===== src/rtl/awgn_pkg.sv =====
// Shared constants and helpers for the AWGN noise path: default widths,
// ceiling log2, the CLT mean offset and an OW-bit saturator.
package awgn_pkg;

   localparam int UW_DEF       = 16;
   localparam int N_SUM_DEF    = 12;
   localparam int OUT_FRAC_DEF = 11;

   function automatic int clog2(input int v);
      int r;
      r = 0;
      while ((1 << r) < v) r = r + 1;
      return r;
   endfunction

   // Expected value of a sum of n_sum uniforms of uw bits: n_sum * 2^(uw-1).
   function automatic longint mean_offset(input int n_sum, input int uw);
      return longint'(n_sum) <<< (uw - 1);
   endfunction

   function automatic logic signed [63:0] sat_ow(input logic signed [63:0] x, input int ow);
      logic signed [63:0] hi;
      logic signed [63:0] lo;
      hi = (64'sd1 <<< (ow - 1)) - 64'sd1;
      lo = -(64'sd1 <<< (ow - 1));
      if (x > hi) return hi;
      if (x < lo) return lo;
      return x;
   endfunction

endpackage


===== src/rtl/awgn_scale_sat.sv =====
// Combinational sigma scaling: signed multiply, arithmetic right shift
// (floor, no rounding) and saturation to OW bits with a clip indicator.
module awgn_scale_sat
   import awgn_pkg::*;
#(
   parameter int CW      = 21,
   parameter int SIGMA_W = 16,
   parameter int SHIFT   = 17,
   parameter int OW      = 16
) (
   input  logic signed [CW-1:0] centred,
   input  logic [SIGMA_W-1:0]   sigma,
   output logic [OW-1:0]        noise,
   output logic                 clip
);

   localparam int PW = CW + SIGMA_W + 1;

   logic signed [PW-1:0] p;
   logic signed [PW-1:0] q;
   logic signed [63:0]   q64;
   logic signed [63:0]   sat;

   // sigma is unsigned; a zero MSB keeps it positive in the signed product.
   assign p     = PW'(centred) * PW'($signed({1'b0, sigma}));
   assign q     = p >>> SHIFT;
   assign q64   = 64'(q);
   assign sat   = sat_ow(q64, OW);
   assign noise = sat[OW-1:0];
   assign clip  = (sat != q64);

endmodule


===== src/rtl/awgn_clt_gauss.sv =====
// Central-limit Gaussian noise: sums N_SUM uniforms, removes the mean,
// scales by sigma and emits saturated samples on a valid/ready stream.
module awgn_clt_gauss
   import awgn_pkg::*;
#(
   parameter int UW         = UW_DEF,
   parameter int N_SUM      = N_SUM_DEF,
   parameter int SIGMA_W    = 16,
   parameter int SIGMA_FRAC = 12,
   parameter int OW         = 16,
   parameter int OUT_FRAC   = OUT_FRAC_DEF
) (
   input  logic               clk,
   input  logic               reset,
   input  logic [31:0]        in_u,
   input  logic               in_valid,
   output logic               in_ready,
   input  logic [SIGMA_W-1:0] sigma,
   output logic [OW-1:0]      out_noise,
   output logic               out_valid,
   input  logic               out_ready,
   output logic               sat_flag
);

   localparam int CNT_W = (clog2(N_SUM) < 1) ? 1 : clog2(N_SUM);
   localparam int CW    = UW + clog2(N_SUM) + 1;
   localparam int SHIFT = SIGMA_FRAC + UW - OUT_FRAC;
   localparam logic signed [CW-1:0] MEAN = CW'(mean_offset(N_SUM, UW));

   logic [UW-1:0]        u;
   logic                 unused_low_bits;
   logic                 accept;
   logic                 last;
   logic                 s1_adv;
   logic signed [CW-1:0] acc;
   logic [CNT_W-1:0]     count;
   logic signed [CW-1:0] centred;
   logic signed [CW-1:0] s1_centred;
   logic [SIGMA_W-1:0]   s1_sigma;
   logic                 s1_valid;
   logic [OW-1:0]        noise;
   logic                 clip;

   assign u               = in_u[31:32-UW];
   assign unused_low_bits = ^in_u[31-UW:0];

   // Both ports transfer on a rising edge where valid && ready; a producer
   // holds its data stable while valid is high and ready is low.
   assign s1_adv   = s1_valid && (!out_valid || out_ready);
   assign in_ready = !s1_valid || s1_adv;
   assign accept   = in_valid && in_ready;
   assign last     = (count == CNT_W'(N_SUM - 1));
   assign centred  = acc + $signed(CW'(u)) - MEAN;

   always_ff @(posedge clk) begin
      if (reset) begin
         acc        <= '0;
         count      <= '0;
         s1_centred <= '0;
         s1_sigma   <= '0;
         s1_valid   <= 1'b0;
      end else begin
         if (accept) begin
            if (last) begin
               acc        <= '0;
               count      <= '0;
               s1_centred <= centred;
               s1_sigma   <= sigma;
            end else begin
               acc   <= acc + $signed(CW'(u));
               count <= count + CNT_W'(1);
            end
         end
         if (accept && last) s1_valid <= 1'b1;
         else if (s1_adv)    s1_valid <= 1'b0;
      end
   end

   awgn_scale_sat #(
      .CW      (CW),
      .SIGMA_W (SIGMA_W),
      .SHIFT   (SHIFT),
      .OW      (OW)
   ) u_scale_sat (
      .centred (s1_centred),
      .sigma   (s1_sigma),
      .noise   (noise),
      .clip    (clip)
   );

   // A load on the same edge as a drain keeps out_valid high.
   always_ff @(posedge clk) begin
      if (reset) begin
         out_noise <= '0;
         out_valid <= 1'b0;
         sat_flag  <= 1'b0;
      end else if (s1_adv) begin
         out_noise <= noise;
         out_valid <= 1'b1;
         if (clip) sat_flag <= 1'b1;
      end else if (out_valid && out_ready) begin
         out_valid <= 1'b0;
      end
   end

endmodule

===== config.mk =====
export PLATFORM = sky130hd
export DESIGN_NAME = awgn_clt_gauss
export DESIGN_NICKNAME = d
export VERILOG_FILES = /design/src/rtl/awgn_pkg.sv /design/src/rtl/awgn_scale_sat.sv /design/src/rtl/awgn_clt_gauss.sv
export SDC_FILE = /design/constraint.sdc
export NUM_CORES = 1
export LEC_CHECK = 0
export CAP_MARGIN = 5
export CORE_MARGIN = 4
export CORE_UTILIZATION = 55
export CTS_CLUSTER_DIAMETER = 50
export DETAILED_ROUTE_END_ITERATION = 10
export GPL_ROUTABILITY_DRIVEN = 0
export PLACE_DENSITY = 0.75
export SLEW_MARGIN = 20
export SYNTH_ARGS = -nofsm -noshare
export SYNTH_HDL_FRONTEND = slang
export SYNTH_SLANG_ARGS = --single-unit

===== constraint.sdc =====
create_clock -name clk -period 9.1 [get_ports clk]
set_clock_uncertainty 0.15 [all_clocks]
set_input_delay 2.73 -clock clk [delete_from_list [all_inputs] [get_ports clk]]
set_output_delay 2.73 -clock clk [all_outputs]
set_load 0.005 [all_outputs]

* Word level (Yosys, flattened, before mapping)
Cells that the tools add are included.
** Operators by class
- Reductions and logical operators :: 12
- Eq/ne operators :: 2
- Add/sub/neg operators :: 3
- Mux-type cells :: 13
- $mul :: 1
- Magnitude comparators :: 2
** Operators with widths (number)
- two-way mux 64 bit :: 4
- != test 64 x 21 -> 1 bit :: 1
- multiplier 21 x 17 -> 38 bit :: 1
- adder 21 x 17 -> 21 bit :: 1
- > comparator 21 x 16 -> 1 bit (second input constant) :: 1
- < comparator 21 x 16 -> 1 bit (second input constant) :: 1
- two-way mux 21 bit :: 1
- subtractor 21 x 20 -> 21 bit (second input constant) :: 1
- two-way mux 1 bit :: 7
- adder 4 x 1 -> 4 bit (second input constant) :: 1
- equality test 4 bit (second input constant) :: 1
- logical AND 1 bit :: 4
- two-way mux 4 bit :: 1
- AND reduction 2 bit :: 2
- nonzero test 2 bit :: 2
- logical NOT 1 bit :: 2
- logical OR 1 bit :: 2
** Storage, ports and cells
- Bits in registers :: 81
- Output and inout bits :: 19
- Input bits :: 52
- Word-level logic and storage cells :: 41

* Depth between registers and ports, before layout
Gate-level depths: netlist of run 1.
- Depth after elaboration :: 8
- Gate-level depth with buffers :: 28
- Gate-level depth less buffers :: 26

* Modules after synthesis
Synthesis of run 1 repeated with hierarchy kept, for this count alone.
** Unflattened totals
- Cells, all modules :: 1960
- Area, all modules :: 16737.3 µm²
** Modules (own cells, without submodules)
- awgn_scale_sat :: cells each 1482, instances 1, area each 12904.9 µm², seq. area each 0.0 µm²
- awgn_clt_gauss :: cells each 478, instances 1, area each 3832.4 µm², seq. area each 1621.6 µm²

* Least setup slack after synthesis of run 1
Ideal clock, no wire load.
- Path type :: register to register
- Start point :: register s1_centred[20]
- End point :: register out_noise[13]
- Clock period less this slack :: 7.274 ns
- Arrival :: 7.006 ns
- Slack :: 1.826 ns
- Buffers on the path :: 3
- Stages on the path, launching flop included :: 26
- Data required time :: 8.832 ns
- Library setup time :: 0.118 ns
- Cells stage by stage :: dfxtp_1 clkbuf_1 clkbuf_1 nand2_1 fa_1 fa_1 inv_1 fa_1 fa_1 fa_1 inv_1 fa_1 inv_1 ha_1 a21oi_1 o21ai_0 a31oi_1 nand4_1 a31oi_1 xnor2_1 nand3_1 nand2b_1 ha_1 clkbuf_1 nor2_1 o221a_4
** Between the ends
- Longest elaborated chain between the ends :: 6
- Elaborated cells on any way between the ends :: 9
- Those cells by class :: mul (1); order compare (2); mux (6)
** RTL lines
- start, declared :: RTL line awgn_clt_gauss.sv:38 : logic signed [CW-1:0] s1_centred;
- start signal, assigned :: RTL line awgn_clt_gauss.sv:67 : s1_centred <= centred;
- multiplier 21 x 17 -> 38 bit * :: RTL line awgn_scale_sat.sv:25 : assign p = PW'(centred) * PW'($signed({1'b0, sigma}));
- < comparator 21 x 16 -> 1 bit :: RTL line awgn_pkg.sv:27 : if (x < lo) return lo;
- two-way mux 1 bit (2 in a row) :: RTL line awgn_pkg.sv:27
- two-way mux 64 bit :: RTL line awgn_pkg.sv:28 : return x;
- two-way mux 64 bit * :: RTL line awgn_pkg.sv:27
- end signal, assigned :: RTL line awgn_clt_gauss.sv:98 : out_noise <= noise;
- end, declared :: RTL line awgn_clt_gauss.sv:19 : output logic [OW-1:0] out_noise,
Every way passes the cells marked *; elsewhere a longest branch is shown, timed or not. The select of a mux whose other input is x is not followed.
A chain may end at the register's enable or synchronous reset.

* Worst setup path after layout of run 1
- Start point :: register s1_sigma[6]
- End point :: register out_noise[5]
** Between the ends
- Longest elaborated chain between the ends :: 6
- Elaborated cells on any way between the ends :: 9
- Those cells by class :: mul (1); order compare (2); mux (6)
** RTL lines
- start, declared :: RTL line awgn_clt_gauss.sv:39 : logic [SIGMA_W-1:0] s1_sigma;
- start signal, assigned :: RTL line awgn_clt_gauss.sv:68 : s1_sigma <= sigma;
- multiplier 21 x 17 -> 38 bit * :: RTL line awgn_scale_sat.sv:25
- < comparator 21 x 16 -> 1 bit :: RTL line awgn_pkg.sv:27
- two-way mux 1 bit (2 in a row) :: RTL line awgn_pkg.sv:27
- two-way mux 64 bit :: RTL line awgn_pkg.sv:28
- two-way mux 64 bit * :: RTL line awgn_pkg.sv:27
Marks and branches as above.

==> flow_summary.rst, run 1 <==
.. list-table::
   :header-rows: 1

   * - Metric
     - Value
   * - Effective utilization at floorplan
     - 0.559
   * - Share of the synthesized area in the top cell type
     - 0.401
   * - Global routing's busiest layer
     - met2
   * - Library cell occupying the most area in the post-synthesis netlist
     - fa_1
   * - R2r endpoint
     - out_noise[5]
   * - Vias
     - 12900
   * - Number of setup buffers added after CTS
     - 0
   * - Element type at the critical path start
     - register
   * - Area growth from synthesis to layout
     - 6.94%
   * - Logic gate share of total power
     - 0.163
   * - DRT Wirelength
     - 38800 um
   * - Worst-Margin Slew
     - 1.04 ns
   * - Boundary Pins
     - 71
   * - Cell chosen for the clock root
     - clkbuf_16
   * - Worst Setup Slack, final
     - 0.779 ns
   * - Via count of the first global-routing pass
     - 13900
   * - Maximum number of pins on one net before global-route repair
     - 85
   * - H-tree level count
     - 3
   * - Worst EP required
     - 9.21 ns
   * - Maximum frequency from static timing analysis
     - 120 MHz
   * - Proportion of synthesized flip-flops having asynchronous set or reset
     - 0
   * - Number of synthesized flops with an enable pin
     - 0
   * - Die area
     - 0.0331 mm2
   * - Area inside the core boundary
     - 0.0298 mm2
   * - Net count after synthesis
     - 2433
   * - Share of power burned in registers
     - 0.433
   * - Floorplan row count
     - 63
   * - First drt pass iteration count
     - 5
   * - Met3 Track Usage GR
     - 0.0233
   * - Horizontal die dimension
     - 182 um
   * - Clock insertion delay at the later pin of the skew report
     - 0.34 ns
   * - Half-perimeter wire length after placement
     - 31300 um
   * - Power Density
     - 48.2 mW/mm2
   * - Predominant post-synthesis flop cell
     - dfxtp_1
   * - Most numerous cell in the Yosys netlist
     - inv_1
   * - Synth cell types
     - 75
   * - Met2 usage in global routing
     - 0.438
   * - Total of buffers placed on input and output ports
     - 54
   * - Headroom to the max-slew limit
     - 0.303
   * - Final ANT Viol Nets
     - 0
   * - Global route total overflow
     - 0
   * - Mapped cell area
     - 0.0167 mm2
   * - Category of the critical setup timing path
     - reg -> reg
   * - FF-to-FF setup slack
     - 0.78 ns
   * - Placed instance count
     - 2318
   * - Total of cells resized after clock tree synthesis
     - 0
   * - Proportion of power drawn by the clock network
     - 0.404
   * - Combinational family with the most area after synthesis
     - adder cells
   * - Final layout net count
     - 2437
   * - Worst hold start
     - out_noise[15]
   * - Internal Power
     - 615 uW
   * - Clock buffer count from CTS
     - 9
   * - Iteration-0 DRC Markers
     - 923
   * - Setup total negative slack
     - 0 ns
   * - Final hold viol count
     - 0
   * - DRC errors left
     - 0
   * - GR Util met1
     - 0.308
   * - Antenna fix cells
     - 0
   * - Via density per instance
     - 5.54
   * - Max Cap Viol
     - 0
   * - Top post-synthesis cells by count
     - inv_1 (411), fa_1 (334), nand2_1 (301), and2_1 (135), ha_1 (112)
   * - Adder-cell area share of the yosys netlist
     - 0.485
   * - Multiplexer fraction of the synthesized cell area
     - 0.00150
   * - Non-Filler Instances
     - 2334
   * - Standby leakage power
     - 8.65 nW
   * - Final-report max-slew violation count
     - 0
   * - Synthesized instance count
     - 1935
   * - Final setup vio count
     - 0
   * - Result of the run
     - completed
   * - Crit share post-route
     - 0.914
   * - Ratio of cells with drive above 1 in the final layout
     - 0.0412
   * - Clock period minus final worst setup slack
     - 8.32 ns
   * - Capturing element type of the critical path
     - register
   * - Post-Synth XOR/XNOR Area
     - 0.0205
   * - Highest net fanout along the worst path
     - 22
   * - Hold-fix buffers at CTS
     - 0
   * - Global-route wire length before repair
     - 66900 um
   * - Y dimension of the die
     - 182 um
   * - Switching share of power
     - 0.283
   * - Warnings, synthesis
     - 0
   * - Tot GR Track Use
     - 0.247
   * - Sequential area share after synthesis
     - 0.0973
   * - Clock tree from TritonCTS
     - done
   * - Simple logic cell fraction of the synthesized area
     - 0.178
   * - Antenna violations before repair
     - 0
   * - Post-synthesis average cell area
     - 8.61 um2
   * - Post-DR wirelength/cell
     - 16.6 um
   * - Net switching power figure
     - 243 uW
   * - Critical register-to-register path startpoint
     - s1_sigma[6]
   * - Final worst hold slack
     - 0.317 ns
   * - CP endpoint
     - out_noise[5]
   * - Arrival time at the worst endpoint
     - 8.43 ns
   * - Pre-CTS setup slack
     - 0.946 ns
   * - Setup repair after global routing missed its margin
     - false
   * - # clock sinks
     - 81
   * - Critical Path Source
     - s1_sigma[6]
   * - Max Root-Sink Buffers
     - 2
   * - Synthesized-area fraction occupied by ao, oa, aoi and oai cells
     - 0.104
   * - Register clock-pin slew on the reported worst setup and hold paths
     - 0.06 ns
   * - Count of state elements after synthesis
     - 81
   * - Class of the worst hold path
     - reg -> reg
   * - R2r worst-path depth
     - 24
   * - Ranking of synthesized cells by area
     - fa_1 (40%), dfxtp_1 (9.7%), inv_1 (9.3%), ha_1 (8.4%), nand2_1 (6.8%)
   * - VDD IR-drop max
     - 0.0000748 V
[layer usage]
| metal | part of all wire | wire length [um] |
|---|---|---|
| met1 | 0.39 | 15300 |
| met2 | 0.51 | 19800 |
| met3 | 0.051 | 1960 |
| met4 | 0.045 | 1750 |
| met5 | 0 | 0 |
[power groups by stage]
stage / Sequential (mW) / Clock (mW) / Combinational [mW]
finish: 0.372 / 0.347 / 0.140
global route: 0.373 / 0.371 / 0.156
CTS: 0.371 / 0.352 / 0.140
detailed placement: 0.379 / 0 / 0.138
global placement: 0.379 / 0 / 0.136
floorplan: 0.377 / 0 / 0.101
[placed cells by master, fill, tap and decap left out, types with 5 or more instances in the layout]
cell and instances:
clkdlybuf4s50_1 53, and2_1 135, a21o_1 11, nand3_1 15, inv_1 411, dfxtp_1 81
o21ai_2 5, clkbuf_16 9, o21a_1 16, xnor2_1 31, o211ai_1 7, a21oi_1 88
buf_4 26, o21bai_1 5, nand2_1 301, o211a_1 5, nand4_1 14, ha_1 112
a22oi_1 15, and3_1 6, a211oi_1 10, o21ai_0 30, nand2b_1 8, nor3_1 24
xor2_1 8, a31oi_1 7, nand3b_1 7, nor2_1 80, nor2b_1 8, or3_1 7
fa_1 334
[worst min-delay path by stage]
stage / depth (start not counted) / end
2_1_floorplan: 2 / acc[0]
3_3_place_gp: 2 / out_noise[15]
3_5_place_dp: 2 / out_noise[15]
4_1_cts: 2 / out_noise[15]
5_1_grt: 2 / out_noise[15]
6_report: 2 / out_noise[15]
[flip-flops by register name (all words and copies together) (netlist names)]
register	cells
count	4
sat_flag	1
s1_sigma	16
s1_valid	1
out_valid	1
out_noise	16
s1_centred	21
acc	21
[final cells by class]
class / count / area [um2]
clock buffers: 10 / 229
clock inverters: 6 / 48.8
fillers: 2582 / 12000
inverters: 411 / 1540
multi-input cells: 1356 / 13200
flip-flops and latches: 81 / 1620
well taps: 390 / 488
repair buffers: 80 / 731
[per-stage QoR]
step / power [mW] / instance area (um2) / util
6_report: 0.859 / 17800 / 0.598
2_1_floorplan: 0.478 / 16700 / -
3_3_place_gp: 0.514 / 17500 / 0.589
3_5_place_dp: 0.518 / 17500 / 0.589
5_1_grt: 0.900 / 17800 / 0.598
4_1_cts: 0.863 / 17800 / 0.598
[logic make-up after synthesis]
logic type	Yosys count
mux	2
compound gates	244
xor+xnor	39
buf+inv	498
simple gates	625
flops	81
fa+ha+maj	446
[critical path: stages, from the launching register on]
cell and delay (ns):
dfxtp_1 0.97, and2_1 0.29, inv_1 0.08, fa_1 0.54, fa_1 0.51, inv_1 0.32, fa_1 0.50, fa_1 0.51
fa_1 0.50, inv_1 0.05, fa_1 0.47, inv_1 0.05, ha_1 0.35, a21oi_1 0.22, o21ai_0 0.21, a31oi_1 0.30
nand4_1 0.20, a31oi_1 0.40, xnor2_1 0.20, nand3_1 0.15, nand2b_1 0.17, ha_1 0.46, nand3b_1 0.29, o211a_1 0.17
nor3_1 0.16
Note: power is estimated with default switching activity, not from simulation.
==> run 2, diff against run 1 <==
--- a/config.mk
+++ b/config.mk
@@ -6,12 +6,14 @@
 export NUM_CORES = 1
 export LEC_CHECK = 0
 export CAP_MARGIN = 5
+export CELL_PAD_IN_SITES_DETAIL_PLACEMENT = 2
+export CELL_PAD_IN_SITES_GLOBAL_PLACEMENT = 2
 export CORE_MARGIN = 4
-export CORE_UTILIZATION = 55
+export CORE_UTILIZATION = 40
 export CTS_CLUSTER_DIAMETER = 50
 export DETAILED_ROUTE_END_ITERATION = 10
 export GPL_ROUTABILITY_DRIVEN = 0
-export PLACE_DENSITY = 0.75
+export PLACE_DENSITY = 0.86
 export SLEW_MARGIN = 20
 export SYNTH_ARGS = -nofsm -noshare
 export SYNTH_HDL_FRONTEND = slang
==> run 2 against run 1 <==
Total power rose by 11%. Largest power group is now the clock network. Core utilization is 16 points lower. First-iteration DRC count down 5.9%.
==> flow_summary.rst, run 2 (synthesis results as in run 1) <==
.. list-table::
   :header-rows: 1

   * - Metric
     - Value
   * - Result of the run
     - completed
   * - Capturing element type of the critical path
     - register
   * - Global-route wire length before repair
     - 105000 um (+56%)
   * - Setup total negative slack
     - 0 ns (unchanged)
   * - H-tree level count
     - 3 (unchanged)
   * - Y dimension of the die
     - 212 um (+17%)
   * - Register clock-pin slew on the reported worst setup and hold paths
     - 0.07 ns (about the same)
   * - Final worst hold slack
     - 0.323 ns (+0.00643 ns)
   * - Vias
     - 14200 (+10%)
   * - Iteration-0 DRC Markers
     - 869 (-5.9%)
   * - Regs by FF count
     - acc (21), s1_centred (21)
   * - Max Cap Viol
     - 0 (unchanged)
   * - Final hold viol count
     - 0 (unchanged)
   * - Arrival time at the worst endpoint
     - 8.69 ns (+0.26 ns)
   * - Number of setup buffers added after CTS
     - 0 (unchanged)
   * - Most common cell after layout, fill and taps aside
     - inv_1
   * - Area growth from synthesis to layout
     - 8.70%
   * - Category of the critical setup timing path
     - reg -> reg
   * - Ratio of cells with drive above 1 in the final layout
     - 0.0476 (+0.00644)
   * - VDD IR-drop max
     - 0.0000964 V (+29%)
   * - Power Density
     - 52.6 mW/mm2 (+9.2%)
   * - Headroom to the max-slew limit
     - 0.328 (+0.0250)
   * - Worst Setup Slack, final
     - 0.486 ns (-0.293 ns)
   * - Antenna fix cells
     - 0 (unchanged)
   * - Via count of the first global-routing pass
     - 17600 (+27%)
   * - Global route total overflow
     - 0 (unchanged)
   * - Max Root-Sink Buffers
     - 2 (unchanged)
   * - Most frequent cells in the layout
     - inv_1 (411), fa_1 (334), nand2_1 (301)
   * - Boundary Pins
     - 71 (unchanged)
   * - Antenna violations before repair
     - 0 (unchanged)
   * - Worst EP required
     - 9.17 ns (-0.04 ns)
   * - Setup repair after global routing missed its margin
     - false
   * - Total of buffers placed on input and output ports
     - 54 (unchanged)
   * - First drt pass iteration count
     - 6 (+1)
   * - Class of the worst hold path
     - reg -> reg
   * - Non-Filler Instances
     - 2486 (+6.5%)
   * - Post-DR wirelength/cell
     - 27.2 um (+64%)
   * - Hold-fix buffers at CTS
     - 0 (unchanged)
   * - Effective utilization at floorplan
     - 0.406 (-0.153)
   * - Final setup vio count
     - 0 (unchanged)
   * - Critical Path Source
     - s1_centred[7]
   * - Floorplan row count
     - 74 (+17%)
   * - Die area
     - 0.0450 mm2 (+36%)
   * - Share of the core filled with cells
     - 0.442 (-0.156)
   * - Horizontal die dimension
     - 212 um (+17%)
   * - Maximum frequency from static timing analysis
     - 116 MHz (-3.4%)
   * - Final ANT Viol Nets
     - 0 (unchanged)
   * - Clock buffer count from CTS
     - 9 (unchanged)
   * - Placed instance count
     - 2470 (+6.6%)
   * - Highest net fanout along the worst path
     - 17 (-23%)
   * - Overall power after layout
     - 953 uW (+11%)
   * - Maximum number of pins on one net before global-route repair
     - 85 (unchanged)
   * - Final-report max-slew violation count
     - 0 (unchanged)
   * - CP endpoint
     - out_noise[5]
   * - Cell area after layout
     - 0.0181 mm2 (+1.6%)
   * - Tot GR Track Use
     - 0.309 (+0.0622)
   * - R2r worst-path depth
     - 25 (+4.2%)
   * - Total of cells resized after clock tree synthesis
     - 0 (unchanged)
   * - Critical register-to-register path startpoint
     - s1_centred[7]
   * - Half-perimeter wire length after placement
     - 51200 um (+64%)
   * - Via density per instance
     - 5.72 (+3.2%)
   * - Area inside the core boundary
     - 0.0410 mm2 (+38%)
   * - # clock sinks
     - 81 (unchanged)
   * - Placed cell area
     - 0.0178 mm2 (+1.4%)
   * - Clock tree from TritonCTS
     - done
   * - Element type at the critical path start
     - register
   * - Clock insertion delay at the later pin of the skew report
     - 0.38 ns (+0.04 ns)
   * - DRC errors left
     - 0 (unchanged)
   * - Final layout net count
     - 2447 (+0.41%)
   * - DRT Wirelength
     - 67600 um (+74%)
   * - Worst-Margin Slew
     - 1.01 ns (-0.0361 ns)
   * - FF-to-FF setup slack
     - 0.49 ns (-0.29 ns)
   * - Cell chosen for the clock root
     - clkbuf_16
   * - Crit share post-route
     - 0.947 (+0.0322)
   * - R2r endpoint
     - out_noise[5]
   * - Standby leakage power
     - 8.72 nW (+0.85%)
   * - Pre-CTS setup slack
     - 0.538 ns (-0.407 ns)
   * - Clock period minus final worst setup slack
     - 8.61 ns (+0.293 ns)
[run 2: report_power, final]
part	internal [mW]	switching [mW]
Sequential	0.364	0.00843
Combinational	0.0640	0.101
Clock	0.224	0.191
Total	0.652	0.300
[run 2: metal layers]
metal  track usage  wire length [um]
met1         0.318             23000
met2         0.582             36300
met3        0.0391              2810
met4         0.205              5500
met5             0                 0
[run 2: cell type report]
class                           instances  area, um2
Sequential cell                        81       1620
Fill cell                            4569      22900
Multi-Input combinational cell       1356      13200
Inverter                              411       1540
Clock inverter                          6       73.8
Timing Repair Buffer                   90        806
Tap cell                              532        666
Clock buffer                           10        239
[run 2: worst max-delay path: stages, from the launching register on]
cell and delay, ns:
dfxtp_1 0.81, nand2_1 0.22, fa_1 0.60, inv_1 0.06
fa_1 0.51, inv_1 0.08, fa_1 0.59, inv_1 0.08
fa_1 0.40, fa_1 0.53, inv_1 0.05, fa_1 0.56
inv_1 0.09, ha_1 0.36, a21oi_1 0.24, o21ai_0 0.22
o21ai_0 0.63, nand4_1 0.34, a31oi_1 0.42, xnor2_1 0.21
nand3_1 0.18, nand2b_1 0.19, ha_2 0.53, nand3b_1 0.19
o211a_1 0.17, nor3_1 0.05
[run 2: how the worst min path moves through the flow]
| stage | start | end | slack [ns] | cells after the start |
|---|---|---|---|---|
| final | out_noise[15] | out_noise[15] | 0.32 | 2 |
| after global routing | out_noise[15] | out_noise[15] | 0.35 | 2 |
| after CTS | out_noise[15] | out_noise[15] | 0.33 | 2 |
| after detailed placement | s1_centred[0] | s1_centred[0] | 0.31 | 2 |
| after global placement | out_noise[15] | out_noise[15] | 0.30 | 2 |
| after floorplan | acc[0] | acc[0] | 0.29 | 2 |
==> run 3, diff against run 2 <==
--- a/config.mk
+++ b/config.mk
@@ -5,7 +5,7 @@
 export SDC_FILE = /design/constraint.sdc
 export NUM_CORES = 1
 export LEC_CHECK = 0
-export CAP_MARGIN = 5
+export CAP_MARGIN = 20
 export CELL_PAD_IN_SITES_DETAIL_PLACEMENT = 2
 export CELL_PAD_IN_SITES_GLOBAL_PLACEMENT = 2
 export CORE_MARGIN = 4
==> constraint.sdc (replaced) <==
create_clock -name clk -period 8.2 [get_ports clk]
set_clock_uncertainty 0.15 [all_clocks]
set_input_delay 2.46 -clock clk [delete_from_list [all_inputs] [get_ports clk]]
set_output_delay 2.46 -clock clk [all_outputs]
set_load 0.005 [all_outputs]
==> run 3 against run 2 <==
Core utilization increased by 0.58 points. Sequential power grew 11%. Largest cell class unchanged. Total power is 12% higher. Critical endpoint unchanged. Global-route usage fell by 0.078 points.
==> flow_summary.rst, run 3 (synthesis results as in run 1) <==
.. list-table::
   :header-rows: 1

   * - Metric
     - Value
   * - Result of the run
     - completed
   * - Power Density
     - 58.2 mW/mm2 (+11%)
   * - Boundary Pins
     - 71 (unchanged)
   * - Antenna violations before repair
     - 0 (unchanged)
   * - Global route total overflow
     - 0 (unchanged)
   * - Proportion of power drawn by the clock network
     - 0.436 (about the same)
   * - Horizontal die dimension
     - 212 um (unchanged)
   * - Worst-Margin Slew
     - 0.996 ns (-0.0121 ns)
   * - Clock tree from TritonCTS
     - done
   * - # clock sinks
     - 81 (unchanged)
   * - Half-perimeter wire length after placement
     - 52400 um (+2.2%)
   * - H-tree level count
     - 3 (unchanged)
   * - Vias
     - 14200 (-0.014%)
   * - Clock buffer count from CTS
     - 9 (unchanged)
   * - FF-to-FF setup slack
     - 0.23 ns (-0.26 ns)
   * - DRT Wirelength
     - 67100 um (-0.63%)
   * - Regs by FF count
     - acc (21), s1_centred (21)
   * - Effective utilization at floorplan
     - 0.406 (unchanged)
   * - Ratio of cells with drive above 1 in the final layout
     - 0.0693 (+0.0217)
   * - Cell-by-cell trace of the critical path
     - buf_4, nand2_1, fa_1, inv_1, fa_1, fa_1, fa_1, fa_1, inv_1, fa_1, inv_1, ha_1, a21oi_2, o21ai_0, a31oi_1, nand4_1, a31oi_2, xnor2_1, nand3_1, nand2b_1, ha_2, nand3b_1, o211a_1, nor3_1
   * - Cell with the biggest individual delay on the critical path
     - fa_1
   * - Most frequent cells in the layout
     - inv_1 (411), fa_1 (333), nand2_1 (301)
   * - Share of the core filled with cells
     - 0.447 (+0.00577)
   * - Final layout net count
     - 2469 (+0.90%)
   * - Via count of the first global-routing pass
     - 17600 (+0.33%)
   * - Logic gate share of total power
     - 0.177 (+0.004)
   * - Maximum frequency from static timing analysis
     - 125 MHz (+8.0%)
   * - Number of setup buffers added after CTS
     - 0 (unchanged)
   * - Fillcell total
     - 4491 (-1.7%)
   * - Highest net fanout along the worst path
     - 13 (-4)
   * - Clock period minus final worst setup slack
     - 7.97 ns (-0.641 ns)
   * - Max Cap Viol
     - 0 (unchanged)
   * - Cell area after layout
     - 0.0183 mm2 (+1.3%)
   * - Max Root-Sink Buffers
     - 2 (unchanged)
   * - R2r worst-path depth
     - 24 (-4.0%)
   * - Switching share of power
     - 0.322 (+0.00718)
   * - DRC errors left
     - 0 (unchanged)
   * - Cell chosen for the clock root
     - clkbuf_16
   * - Register clock-pin slew on the reported worst setup and hold paths
     - 0.07 ns (about the same)
   * - Most Frequent Cell on Critical Path
     - fa_1
   * - Hold-fix buffers at CTS
     - 0 (unchanged)
   * - Placed cell area
     - 0.0180 mm2 (+1.1%)
   * - First drt pass iteration count
     - 5 (-1)
   * - Post-DR wirelength/cell
     - 26.8 um (-1.5%)
   * - VDD IR-drop max
     - 0.000102 V (+6.0%)
   * - Internal Power
     - 724 uW (+11%)
   * - Maximum number of pins on one net before global-route repair
     - 85 (unchanged)
   * - Crit share post-route
     - 0.972 (+0.0257)
   * - Clock insertion delay at the later pin of the skew report
     - 0.39 ns (about the same)
   * - Area inside the core boundary
     - 0.0410 mm2 (unchanged)
   * - Share of power burned in registers
     - 0.387 (-0.004)
   * - R2r endpoint
     - out_noise[5]
   * - Tot GR Track Use
     - 0.308 (-0.000780)
   * - Element type at the critical path start
     - register
   * - Critical register-to-register path startpoint
     - s1_centred[13]
   * - Die area
     - 0.0450 mm2 (unchanged)
   * - Headroom to the max-slew limit
     - 0.336 (+0.00808)
   * - Y dimension of the die
     - 212 um (unchanged)
   * - Global-route wire length before repair
     - 104000 um (-0.20%)
   * - Net switching power figure
     - 344 uW (+15%)
   * - Critical Path Source
     - s1_centred[13]
   * - Setup total negative slack
     - 0 ns (unchanged)
   * - Via density per instance
     - 5.67 (-0.93%)
   * - Area growth from synthesis to layout
     - 10.1%
   * - Biggest cell delay along the critical path
     - 0.58 ns (-0.23 ns)
   * - Iteration-0 DRC Markers
     - 785 (-9.7%)
   * - Final hold viol count
     - 0 (unchanged)
   * - Class of the worst hold path
     - reg -> reg
   * - Final setup vio count
     - 0 (unchanged)
   * - Most common cell after layout, fill and taps aside
     - inv_1
   * - Total of buffers placed on input and output ports
     - 54 (unchanged)
   * - Category of the critical setup timing path
     - reg -> reg
   * - CP endpoint
     - out_noise[5]
   * - Capturing element type of the critical path
     - register
   * - Setup repair after global routing missed its margin
     - false
   * - Final-report max-slew violation count
     - 0 (unchanged)
   * - Standby leakage power
     - 8.86 nW (+1.5%)
   * - Final ANT Viol Nets
     - 0 (unchanged)
   * - Worst EP required
     - 8.27 ns (-0.90 ns)
   * - Arrival time at the worst endpoint
     - 8.04 ns (-0.65 ns)
   * - Overall power after layout
     - 1.07 mW (+12%)
   * - Floorplan row count
     - 74 (unchanged)
## run 3: cell count changes in the layout (fill, tap and decap cells not counted), moves of 2 or more
| cell | before | now |
|---|---|---|
| dfxtp_1 | 81 | 63 |
| buf_12 | 0 | 2 |
| dfxtp_4 | 0 | 2 |
| a21oi_2 | 3 | 5 |
| dfxtp_2 | 0 | 16 |
| buf_4 | 36 | 56 |
| a21oi_1 | 88 | 86 |
## run 3: how the worst min path moves through the flow
| stage | start | endpoint | slack (ns) | depth (start not counted) |
|---|---|---|---|---|
| after floorplan | acc[0] | acc[0] | 0.29 | 2 |
| after global placement | s1_sigma[5] | s1_sigma[5] | 0.29 | 2 |
| after detailed placement | out_noise[15] | out_noise[15] | 0.30 | 2 |
| after CTS | out_noise[15] | out_noise[15] | 0.31 | 2 |
| after global routing | out_noise[15] | out_noise[15] | 0.34 | 2 |
| final | out_noise[15] | out_noise[15] | 0.31 | 2 |
## run 3: repair_timing
| action | CTS | global route |
|---|---|---|
| pin swaps | 0 | 1 |
| endpoints found under the setup margin | 14 | 17 |
| gates resized for setup | 7 | 19 |
## run 3: cell type report
class,instances,area [um2],area share
Multi-Input combinational cell,1356,13200,0.718
Tap cell,532,666,0.0363
Inverter,411,1540,0.0841
Clock buffer,10,239,0.0130
Clock inverter,6,73.8,0.00402
Antenna cell,1,2.50,0.000136
Timing Repair Buffer,112,996,0.0543
Sequential cell,81,1650,0.0899
## run 3: critical path: cells and delay by family, from the launching register on
kind | cells | cell delay (ns)
AO/OA/AOI/OAI | 5 | 1.30
flip-flops | 1 | 0.52
XOR/XNOR | 1 | 0.21
adder cells (fa/ha/maj) | 8 | 4.07
buffers and inverters | 4 | 0.53
AND/OR/NAND/NOR | 6 | 0.99
## run 3: per-layer routing
| layer | global-route usage | part of all wire |
|---|---|---|
| met1 | 0.318 | 0.35 |
| met2 | 0.575 | 0.53 |
| met3 | 0.0354 | 0.036 |
| met4 | 0.220 | 0.081 |
| met5 | 0 | 0 |
## run 3: power groups by stage
stage | Sequential, mW | Clock (mW) | Combinational (mW)
after global placement | 0.421 | 0 | 0.155
final | 0.413 | 0.466 | 0.189
after floorplan | 0.418 | 0 | 0.112
after global routing | 0.415 | 0.479 | 0.200
after detailed placement | 0.423 | 0 | 0.168
after CTS | 0.414 | 0.465 | 0.184
## run 3: per-stage QoR
stage               instances  hold slack, ns  worst slack [ns]
CTS                      2508           0.311           0.00328
floorplan                1935           0.286             0.926
global route             2508           0.335           0.00364
detailed placement       2492           0.301            0.0738
global placement         2492           0.294             0.541
finish                   2509           0.309             0.227
